$ cat config.mk
export PLATFORM = sky130hd
export DESIGN_NAME = avalon_bus_arbiter_flat
export DESIGN_NICKNAME = d
export VERILOG_FILES = /design/src/rtl/avalon_bus_arbiter_if.sv /design/src/rtl/avalon_bus_arbiter.sv /design/src/flat_wrapper.sv
export SDC_FILE = /design/constraint.sdc
export NUM_CORES = 1
export LEC_CHECK = 0
export CORE_ASPECT_RATIO = 1.1
export CORE_MARGIN = 2
export CORE_UTILIZATION = 30
export DETAILED_ROUTE_END_ITERATION = 7
export SKIP_LAST_GASP = 1
export SYNTH_ARGS = -nofsm -noshare
export SYNTH_HDL_FRONTEND = slang
export SYNTH_SLANG_ARGS = --single-unit
$ cat constraint.sdc
create_clock -name clk -period 3.6 [get_ports clk]
set_input_delay 0.9 -clock clk [delete_from_list [all_inputs] [get_ports clk]]
set_output_delay 0.9 -clock clk [all_outputs]
set_load 0.005 [all_outputs]
$ cat src/rtl/avalon_bus_arbiter_if.sv
// Avalon-MM master port bundle: the single memory-mapped bus shared by the
// fetch and load/store requesters of avalon_bus_arbiter.
interface avalon_bus_arbiter_if;
    logic [31:0] address;
    logic        read;
    logic        write;
    logic        waitrequest;
    logic [31:0] writedata;
    logic [3:0]  byteenable;
    logic [31:0] readdata;

    modport master (
        output address, read, write, writedata, byteenable,
        input  waitrequest, readdata
    );

    modport slave (
        input  address, read, write, writedata, byteenable,
        output waitrequest, readdata
    );
endinterface

$ cat src/rtl/avalon_bus_arbiter.sv
// Two-port (fetch / load-store) arbiter onto one Avalon-MM master with stall and
// optional wait timeout. Define ARB_ROUND_ROBIN_EN for alternating priority.
module avalon_bus_arbiter #(
    parameter int TIMEOUT_CYCLES = 0
) (
    input  logic                        clk,
    input  logic                        reset_n_i,
    input  logic                        if_req_i,
    input  logic [31:0]                 if_addr_i,
    output logic                        if_gnt_o,
    output logic                        if_valid_o,
    output logic [31:0]                 if_rdata_o,
    input  logic                        data_req_i,
    input  logic                        data_we_i,
    input  logic [31:0]                 data_addr_i,
    input  logic [3:0]                  data_be_i,
    input  logic [31:0]                 data_wdata_i,
    output logic                        data_gnt_o,
    output logic                        data_valid_o,
    output logic [31:0]                 data_rdata_o,
    avalon_bus_arbiter_if.master        bus,
    output logic                        stall_o,
    output logic                        timeout_o
);

    typedef enum logic [1:0] {
        IDLE,
        IF_BUS,
        DATA_BUS
    } state_t;

    localparam int CNT_W = (TIMEOUT_CYCLES > 1) ? $clog2(TIMEOUT_CYCLES) : 1;
    localparam logic [CNT_W-1:0] CNT_LAST =
        (TIMEOUT_CYCLES > 0) ? CNT_W'(TIMEOUT_CYCLES - 1) : '0;

    // Saturates so a disabled timeout never wraps back into range.
    function automatic logic [CNT_W-1:0] sat_inc(input logic [CNT_W-1:0] v);
        return (&v) ? v : v + CNT_W'(1);
    endfunction

    state_t            state_q;
    logic [31:0]       addr_p1;
    logic [3:0]        be_p1;
    logic [31:0]       wdata_p1;
    logic              we_p1;
    logic              rd_p1;
    logic              wr_p1;
    logic [CNT_W-1:0]  wait_cnt_p1;
    logic [31:0]       if_rdata_p2;
    logic [31:0]       data_rdata_p2;
    logic              if_vld_p2;
    logic              data_vld_p2;
    logic              timeout_q;
    logic              pick_data;
    logic              timeout_hit;
    logic              addr_lsb_unused;

    // Byte-lane selection is carried by byteenable, so the address LSBs are dropped.
    assign addr_lsb_unused = ^{if_addr_i[1:0], data_addr_i[1:0]};

`ifdef ARB_ROUND_ROBIN_EN
    logic last_grant_q;  // 1 = DATA was granted last, 0 = IF

    assign pick_data = data_req_i && (!if_req_i || !last_grant_q);

    always_ff @(posedge clk or negedge reset_n_i) begin
        if (!reset_n_i) begin
            last_grant_q <= 1'b0;
        end else if (data_gnt_o) begin
            last_grant_q <= 1'b1;
        end else if (if_gnt_o) begin
            last_grant_q <= 1'b0;
        end
    end
`else
    assign pick_data = data_req_i;
`endif

    always_comb begin
        if_gnt_o   = 1'b0;
        data_gnt_o = 1'b0;
        if (state_q == IDLE) begin
            data_gnt_o = pick_data;
            if_gnt_o   = if_req_i && !pick_data;
        end
    end

    assign timeout_hit = (TIMEOUT_CYCLES > 0) && (wait_cnt_p1 == CNT_LAST);

    always_ff @(posedge clk or negedge reset_n_i) begin
        if (!reset_n_i) begin
            state_q       <= IDLE;
            addr_p1       <= '0;
            be_p1         <= '0;
            wdata_p1      <= '0;
            we_p1         <= 1'b0;
            rd_p1         <= 1'b0;
            wr_p1         <= 1'b0;
            wait_cnt_p1   <= '0;
            if_rdata_p2   <= '0;
            data_rdata_p2 <= '0;
            if_vld_p2     <= 1'b0;
            data_vld_p2   <= 1'b0;
            timeout_q     <= 1'b0;
        end else begin
            if_vld_p2   <= 1'b0;
            data_vld_p2 <= 1'b0;
            case (state_q)
                // p0 -> p1: latch the granted request into the bus registers
                IDLE: begin
                    wait_cnt_p1 <= '0;
                    if (data_gnt_o) begin
                        addr_p1  <= {data_addr_i[31:2], 2'b00};
                        be_p1    <= data_be_i;
                        wdata_p1 <= data_wdata_i;
                        we_p1    <= data_we_i;
                        rd_p1    <= !data_we_i;
                        wr_p1    <= data_we_i;
                        state_q  <= DATA_BUS;
                    end else if (if_gnt_o) begin
                        addr_p1  <= {if_addr_i[31:2], 2'b00};
                        be_p1    <= 4'hF;
                        we_p1    <= 1'b0;
                        rd_p1    <= 1'b1;
                        wr_p1    <= 1'b0;
                        state_q  <= IF_BUS;
                    end
                end
                // p1 -> p2: bus completes or times out; response registered
                IF_BUS, DATA_BUS: begin
                    if (!bus.waitrequest || timeout_hit) begin
                        rd_p1   <= 1'b0;
                        wr_p1   <= 1'b0;
                        state_q <= IDLE;
                        if (state_q == IF_BUS) begin
                            if_vld_p2 <= 1'b1;
                        end else begin
                            data_vld_p2 <= 1'b1;
                        end
                        if (bus.waitrequest) begin
                            timeout_q <= 1'b1;
                            if (state_q == IF_BUS) begin
                                if_rdata_p2 <= '0;
                            end else begin
                                data_rdata_p2 <= '0;
                            end
                        end else if (!we_p1) begin
                            if (state_q == IF_BUS) begin
                                if_rdata_p2 <= bus.readdata;
                            end else begin
                                data_rdata_p2 <= bus.readdata;
                            end
                        end
                    end else begin
                        wait_cnt_p1 <= sat_inc(wait_cnt_p1);
                    end
                end
                default: state_q <= IDLE;
            endcase
        end
    end

    assign bus.address    = addr_p1;
    assign bus.byteenable = be_p1;
    assign bus.writedata  = wdata_p1;
    assign bus.read       = rd_p1;
    assign bus.write      = wr_p1;

    assign if_valid_o   = if_vld_p2;
    assign if_rdata_o   = if_rdata_p2;
    assign data_valid_o = data_vld_p2;
    assign data_rdata_o = data_rdata_p2;
    assign timeout_o    = timeout_q;

    assign stall_o = (state_q != IDLE) || (if_req_i && !if_gnt_o) ||
                     (data_req_i && !data_gnt_o);

endmodule

$ cat src/flat_wrapper.sv
// flat-port wrapper written by rule: the top's interface ports become plain ports
module avalon_bus_arbiter_flat 
#(
    parameter int TIMEOUT_CYCLES = 0
)
  (clk, reset_n_i, if_req_i, if_addr_i, if_gnt_o, if_valid_o, if_rdata_o, data_req_i, data_we_i, data_addr_i, data_be_i, data_wdata_i, data_gnt_o, data_valid_o, data_rdata_o, stall_o, timeout_o, bus_address, bus_read, bus_write, bus_writedata, bus_byteenable, bus_waitrequest, bus_readdata);
  avalon_bus_arbiter_if bus_i ();
  input  logic clk;
  input  logic reset_n_i;
  input  logic if_req_i;
  input  logic [31:0] if_addr_i;
  output logic if_gnt_o;
  output logic if_valid_o;
  output logic [31:0] if_rdata_o;
  input  logic data_req_i;
  input  logic data_we_i;
  input  logic [31:0] data_addr_i;
  input  logic [3:0] data_be_i;
  input  logic [31:0] data_wdata_i;
  output logic data_gnt_o;
  output logic data_valid_o;
  output logic [31:0] data_rdata_o;
  output logic stall_o;
  output logic timeout_o;
  output wire logic [$bits(bus_i.address)-1:0] bus_address;
  output wire logic [$bits(bus_i.read)-1:0] bus_read;
  output wire logic [$bits(bus_i.write)-1:0] bus_write;
  output wire logic [$bits(bus_i.writedata)-1:0] bus_writedata;
  output wire logic [$bits(bus_i.byteenable)-1:0] bus_byteenable;
  input wire logic [$bits(bus_i.waitrequest)-1:0] bus_waitrequest;
  input wire logic [$bits(bus_i.readdata)-1:0] bus_readdata;
  assign bus_address = bus_i.address;
  assign bus_read = bus_i.read;
  assign bus_write = bus_i.write;
  assign bus_writedata = bus_i.writedata;
  assign bus_byteenable = bus_i.byteenable;
  assign bus_i.waitrequest = bus_waitrequest;
  assign bus_i.readdata = bus_readdata;
  avalon_bus_arbiter #(.TIMEOUT_CYCLES(TIMEOUT_CYCLES)) u_core (.clk(clk), .reset_n_i(reset_n_i), .if_req_i(if_req_i), .if_addr_i(if_addr_i), .if_gnt_o(if_gnt_o), .if_valid_o(if_valid_o), .if_rdata_o(if_rdata_o), .data_req_i(data_req_i), .data_we_i(data_we_i), .data_addr_i(data_addr_i), .data_be_i(data_be_i), .data_wdata_i(data_wdata_i), .data_gnt_o(data_gnt_o), .data_valid_o(data_valid_o), .data_rdata_o(data_rdata_o), .bus(bus_i), .stall_o(stall_o), .timeout_o(timeout_o));
endmodule
==> reports/qor.csv, run 1 <==
stage,metric,value,unit
timing,Worst slew margin,51.8,%
worst_setup_path,worst flop-to-flop path startpoint,u_core.state_q[0]$_DFFE_PN0P_,
routing,drt pass-1 iters,5,
power,Pwr Density,891,nW/um2
hold_path,Hold Crit Depth,2,
clocking,CTS tree,done,
finish,diodes inserted,0,
synth,Ys Warns,0,
placed_design,Buffers on Ports,270,
timing,skew final,0.0102,ns
global_route,pin count of the biggest net entering global routing,76,
routing,via count,4639,
synth,Syn Inst Count,457,
clocking,CTS Buf Count,17,
timing,Fin. Hold Viols,0,
worst_setup_path,CP max FO,5,
clocking,clock root cell,clkbuf_16,
worst_setup_path,type of the worst setup path,input pin to output port,
worst_setup_path,Worst Setup End Kind,output port,
finish,Final Net Count,865,
global_route,global-route wire length before repair,26.1,mm
timing,"Slew Viols, Final",0,
timing,final worst slack,0.447,ns
timing,FMAX,0.317,GHz
finish,Filler Cells Inserted,1616,
floorplan,Initial Util,30.7,%
power,maximum VDD drop,321,uV
synth,ranking of synthesized cells by area,"dfrtp_1, mux2_4, mux2_2, nand2_1, o22ai_1",
clocking,clock slew at reported path FFs,0.06,ns
global_route,initial antenna violation count,0,
floorplan,core area,18400,um2
timing,fin crit period,3.15,ns
clocking,# hold bufs at CTS,0,
synth,"area leader, netlist",dfrtp_1,
placed_design,gp weighted congestion,0.789,
floorplan,Die X,135,um
synth,area share of the largest cell type after synthesis,60.7,%
worst_setup_path,Worst Path Arrival,2.25,ns
placed_design,"Cell Area, Placed",8520,um2
finish,ratio of cells with drive above 1 in the final layout,15.3,%
finish,Layout area overhead,62.1,%
power,Pwr Total,8.17,mW
synth,distinct cell type count after synthesis,28,
timing,Slew @ Worst Pin,0.723,ns
outcome,status,completed,
synth,syn avg cell area,12.4,um2
floorplan,Row Count,52,
clocking,post-CTS sizing,0,
global_route,GR Overflow Total,0,
timing,Fin Setup TNS,0,ns
hold_path,hold path start,u_core.bus.writedata[30]$_DFFE_PN0P_,
hold_path,Hold WC Path Type,flop to flop,
worst_setup_path,startpoint types,input pin,
clocking,clock tree buffer depth,2,
finish,Final Cell Area,9160,um2
floorplan,chip height,148,um
floorplan,io pins,278,
routing,DR vias/cell,4.73,
clocking,clock sinks,137,
worst_setup_path,required time at the worst-slack endpoint,2.70,ns
synth,sequential share of the synthesized area,60.7,%
timing,period utilization,87.6,%
placed_design,pre-CTS WS,0.439,ns
worst_setup_path,R2R depth,5,
routing,1st-iter DRT viols,239,
run,total of max-cap violations,0,
worst_setup_path,reg2reg end,u_core.data_rdata_o[21]$_DFFE_PN0P_,
hold_path,Worst Hold End,u_core.bus.writedata[30]$_DFFE_PN0P_,
synth,post-synthesis cell area,5650,um2
synth,Seq cells post-synth,137,
clocking,depth of the CTS H-tree,4,
global_route,GR Util All Layers,16.8,%
global_route,vias in the first global route,4884,
routing,drc violations,0,
power,Leak,3.93,nW
routing,Routed WL,16.6,mm
timing,final setup fails,0,
clocking,Post-CTS Setup Bufs,0,
floorplan,Die Area,20000,um2
timing,RSZ-0062 raised after global routing,no,
worst_setup_path,reg-to-reg setup timing slack,1.40,ns
placed_design,hpwl dp,11.9,mm
routing,Antenna Nets Post-Route,0,
clocking,worst skew pair latency,0.41,ns
routing,post-DR wirelength/cell,17.0,um
[state kept, by name (all words and copies together), names as in the netlist, 2 cells and up]
| register | flops |
|---|---|
| u_core.data_rdata_o | 32 |
| u_core.if_rdata_o | 32 |
| u_core.state_q | 2 |
| u_core.bus.writedata | 32 |
| u_core.bus.address | 30 |
| u_core.bus.byteenable | 4 |
[how the worst max path moves through the flow]
stage,startpoint,end,cells past startpoint
6_report,data_req_i,if_gnt_o,4
5_1_grt,data_req_i,if_gnt_o,4
4_1_cts,data_req_i,if_gnt_o,4
3_5_place_dp,data_req_i,if_gnt_o,4
3_3_place_gp,data_req_i,if_gnt_o,4
2_1_floorplan,if_req_i,stall_o,4
[per-layer routing]
layer	GRT usage, %	vias up	routed length (um)
met2	28.1	192	8380
li1	-	2152	-
met4	7.89	0	477
met1	20.2	2265	6620
met5	0	-	0
met3	4.18	30	1150
[power by group]
part	switching (mW)	leakage, nW	internal (mW)	total [mW]
clock	0.646	0.313	1.21	1.86
sequential	0.475	1.63	2.31	2.78
combinational	1.28	1.98	2.24	3.52
[cells in the mapped netlist]
cell	count
and3b_2	1
and3_1	1
conb_1	1
nor3b_2	1
buf_4	3
clkinv_1	1
nor3b_1	1
ha_1	3
inv_1	4
nand3b_1	2
buf_12	4
mux2_2	36
and2_4	1
o22ai_1	59
a21oi_1	31
clkbuf_1	11
nor3b_4	1
nand2_1	103
o21ai_0	2
buf_2	10
mux2_4	30
a22o_1	2
o22a_1	4
buf_6	3
or3b_1	1
buf_1	3
dfrtp_1	137
o21a_1	1
[cell usage in the layout, fill, tap and decap left out]
cell type        count
and2_4               1
clkbuf_8             3
nand2_2              1
or3b_1               1
nor3b_1              1
dfrtp_1            137
nand2_1            102
mux2_4              30
nand3b_1             2
clkdlybuf4s50_1    269
a21oi_1             31
clkinvlp_4           1
clkbuf_1             1
buf_4                9
conb_1               3
o22a_1               4
inv_1                4
ha_1                 3
nor3b_4              2
o21a_1               1
buf_6                1
bufinv_16            4
buf_12               1
and3_1               1
clkinv_4             3
clkinv_2             3
o21ai_0              2
a22o_1               2
mux2_2              36
o22ai_1             59
clkbuf_16           17
and3b_2              1
clkinv_1             1
[through the flow]
stage	util (%)	cells	hold WS, ns
global route	49.8	980	0.497
global placement	46.3	948	0.458
finish	49.8	980	0.470
floorplan	-	459	0.470
detailed placement	46.3	948	0.462
CTS	49.8	980	0.477
[critical path, cell delays in order]
cell and delay, ns:
clkdlybuf4s50_1 0.52, inv_1 0.11, and3_1 0.19, clkdlybuf4s50_1 0.53
[logic make-up (layout without fill, tap and decap cells)]
logic type	Yosys count	after routing	share of synthesized area (%)
other	1	3	0.0664
AOI/OAI and AO/OA	99	99	10.5
adders and majority gates	3	3	0.664
and+or+nand+nor	112	112	8.39
muxes	66	66	15.1
buffers and inverters	39	317	4.56
DFF	137	137	60.7
[final cells by class]
class                           count  area [um2]  area share, %
Clock buffer                       21         470           5.13
Sequential cell                   137        3430           37.4
Clock inverter                     11         169           1.84
Tap cell                          243         304           3.32
Multi-Input combinational cell    283        1980           21.6
Timing Repair Buffer              280        2790           30.5
Inverter                            5        18.8          0.205
(Power assumes the default switching activity.)
==> run 2, diff against run 1 <==
Settings changed: GPL_ROUTABILITY_DRIVEN set to 0.
==> results of run 2 <==
Final layout, timing and power as in run 1 (identical DEF).
==> run 3, diff against run 2 <==
Settings changed: GPL_TIMING_DRIVEN set to 0.
==> run 3 against run 2 <==
Cell area is 1.4% higher. Critical endpoint is now data_gnt_o. Sequential power is essentially flat. Critical path type unchanged. Clock skew decreased by 0.0037 ns.
==> reports/qor.csv, run 3 (synthesized netlist as in run 1, its figures left out) <==
stage,metric,value,unit,change
worst_setup_path,CP max FO,10,,+5
power,maximum VDD drop,334,uV,+4.2%
timing,final worst slack,0.178,ns,-0.269 ns
power,Leak,3.99,nW,+1.6%
floorplan,io pins,278,,unchanged
timing,final setup fails,0,,unchanged
floorplan,chip height,148,um,unchanged
routing,Antenna Nets Post-Route,0,,unchanged
global_route,GR Overflow Total,0,,unchanged
routing,1st-iter DRT viols,181,,-24%
timing,RSZ-0062 raised after global routing,no,,
placed_design,pre-CTS WS,-0.00592,ns,-0.445 ns
clocking,clock sinks,137,,unchanged
power,Pwr Total,8.20,mW,+0.35%
clocking,worst skew pair latency,0.41,ns,about the same
timing,skew final,0.00649,ns,-0.00374 ns
floorplan,Initial Util,30.7,%,unchanged
worst_setup_path,Worst Path Arrival,2.52,ns,+0.27 ns
global_route,vias in the first global route,4905,,+0.43%
finish,"commonest non-fill, non-tap cells in the layout","clkdlybuf4s50_1, dfrtp_1, nand2_1",,
timing,WHS,0.411,ns,-0.0590 ns
floorplan,core area,18400,um2,unchanged
floorplan,Die Area,20000,um2,unchanged
clocking,CTS Buf Count,17,,unchanged
global_route,pin count of the biggest net entering global routing,93,,+22%
global_route,global-route wire length before repair,26.5,mm,+1.4%
global_route,GR Util All Layers,17.0,%,+0.23 points
finish,ratio of cells with drive above 1 in the final layout,16.3,%,+0.96 points
finish,Layout area overhead,64.5,%,
global_route,routing usage on met2,29.4,%,+1.3 points
clocking,clock root cell,clkbuf_16,,
placed_design,Cells after DPL,972,,+2.5%
finish,Final Cell Area,9300,um2,+1.4%
hold_path,Hold WC Path Type,input pin to asynchronous set/reset pin,,
clocking,clock tree buffer depth,2,,unchanged
floorplan,Die X,135,um,unchanged
timing,fin crit period,3.42,ns,+0.269 ns
routing,Routed WL,16.8,mm,+1.3%
global_route,GRT met3 Usage,4.29,%,+0.10 points
finish,"commonest non-fill, non-tap cell in the layout",clkdlybuf4s50_1,,
worst_setup_path,Worst Setup End Kind,output port,,
timing,"Slew Viols, Final",0,,unchanged
global_route,M1 GR Usage,20.8,%,+0.58 points
clocking,depth of the CTS H-tree,4,,unchanged
worst_setup_path,type of the worst setup path,input pin to output port,,
routing,drt pass-1 iters,4,,-1
finish,Final Net Count,889,,+2.8%
worst_setup_path,required time at the worst-slack endpoint,2.70,ns,about the same
routing,drc violations,0,,unchanged
timing,FMAX,0.292,GHz,-7.9%
placed_design,"Cell Area, Placed",8680,um2,+1.9%
clocking,# hold bufs at CTS,0,,unchanged
worst_setup_path,startpoint types,input pin,,
timing,Slew @ Worst Pin,0.587,ns,-0.136 ns
global_route,gr busiest metal,met2,,
timing,Worst slew margin,60.7,%,+8.9 points
clocking,Post-CTS Setup Bufs,0,,unchanged
routing,post-DR wirelength/cell,16.8,um,-1.2%
outcome,status,completed,,
clocking,clock slew at reported path FFs,0.06,ns,about the same
finish,Filler Cells Inserted,1620,,+0.25%
floorplan,Row Count,52,,unchanged
global_route,initial antenna violation count,1,,+1
placed_design,hpwl dp,12.5,mm,+5.0%
finish,Final Util,50.5,%,+0.71 points
routing,via count,4668,,+0.63%
run,total of max-cap violations,0,,unchanged
timing,Fin Setup TNS,0,ns,unchanged
finish,Final Non-Filler Cells,1005,,+2.6%
clocking,CTS tree,done,,
power,Pwr Density,882,nW/um2,-1.1%
routing,DR vias/cell,4.64,,-1.9%
timing,Fin. Hold Viols,0,,unchanged
placed_design,Buffers on Ports,269,,-0.37%
timing,period utilization,95.0,%,+7.5 points
## run 3: where the power goes
| part | total (mW) | internal (mW) | switching (mW) |
|---|---|---|---|
| Clock | 1.78 | 1.13 | 0.653 |
| Combinational | 3.62 | 2.32 | 1.30 |
| Sequential | 2.79 | 2.31 | 0.482 |
| Total | 8.20 | 5.76 | 2.44 |
## run 3: layout make-up
| cell class | count | area [um2] | share of cell area (%) |
|---|---|---|---|
| tap | 243 | 304 | 3.27 |
| multi-input combinational | 283 | 1980 | 21.3 |
| clock inverter | 11 | 144 | 1.55 |
| timing repair buffer | 270 | 2720 | 29.3 |
| antenna | 1 | 2.50 | 0.0269 |
| sequential | 137 | 3430 | 36.9 |
| inverter | 5 | 20.0 | 0.215 |
| buffer | 34 | 239 | 2.57 |
| clock buffer | 21 | 460 | 4.95 |
## run 3: worst paths after layout
check	startpoint	endpoint	slack, ns	depth (start not counted)
min in group clk	u_core.bus.writedata[9]$_DFFE_PN0P_	u_core.bus.writedata[9]$_DFFE_PN0P_	0.47	2
setup reg to reg	u_core.state_q[1]$_DFFE_PN0P_	u_core.if_rdata_o[10]$_DFFE_PN0P_	1.65	5
hold / removal	reset_n_i	u_core.if_rdata_o[12]$_DFFE_PN0P_	0.41	1
setup / recovery	data_req_i	data_gnt_o	0.18	5
max in group asynchronous	reset_n_i	u_core.bus.writedata[16]$_DFFE_PN0P_	2.39	2
hold reg to reg	u_core.bus.writedata[9]$_DFFE_PN0P_	u_core.bus.writedata[9]$_DFFE_PN0P_	0.47	2
## run 3: routing by layer
metal | up-vias | routed length [um]
met5 | - | 0
met4 | 0 | 201
met1 | 2256 | 6950
met3 | 19 | 1130
li1 | 2185 | -
met2 | 208 | 8570
## run 3: repair_timing
item	CTS	global route
endpoints found under the setup margin	1	1
endpoints found under the hold margin	0	0
pin swaps	0	0
gates resized for setup	1	1
## run 3: critical path, cell delays in order
cell and delay (ns):
clkdlybuf4s50_1 0.57, nand2_2 0.13, clkinv_2 0.16, buf_2 0.23, clkdlybuf4s50_1 0.53
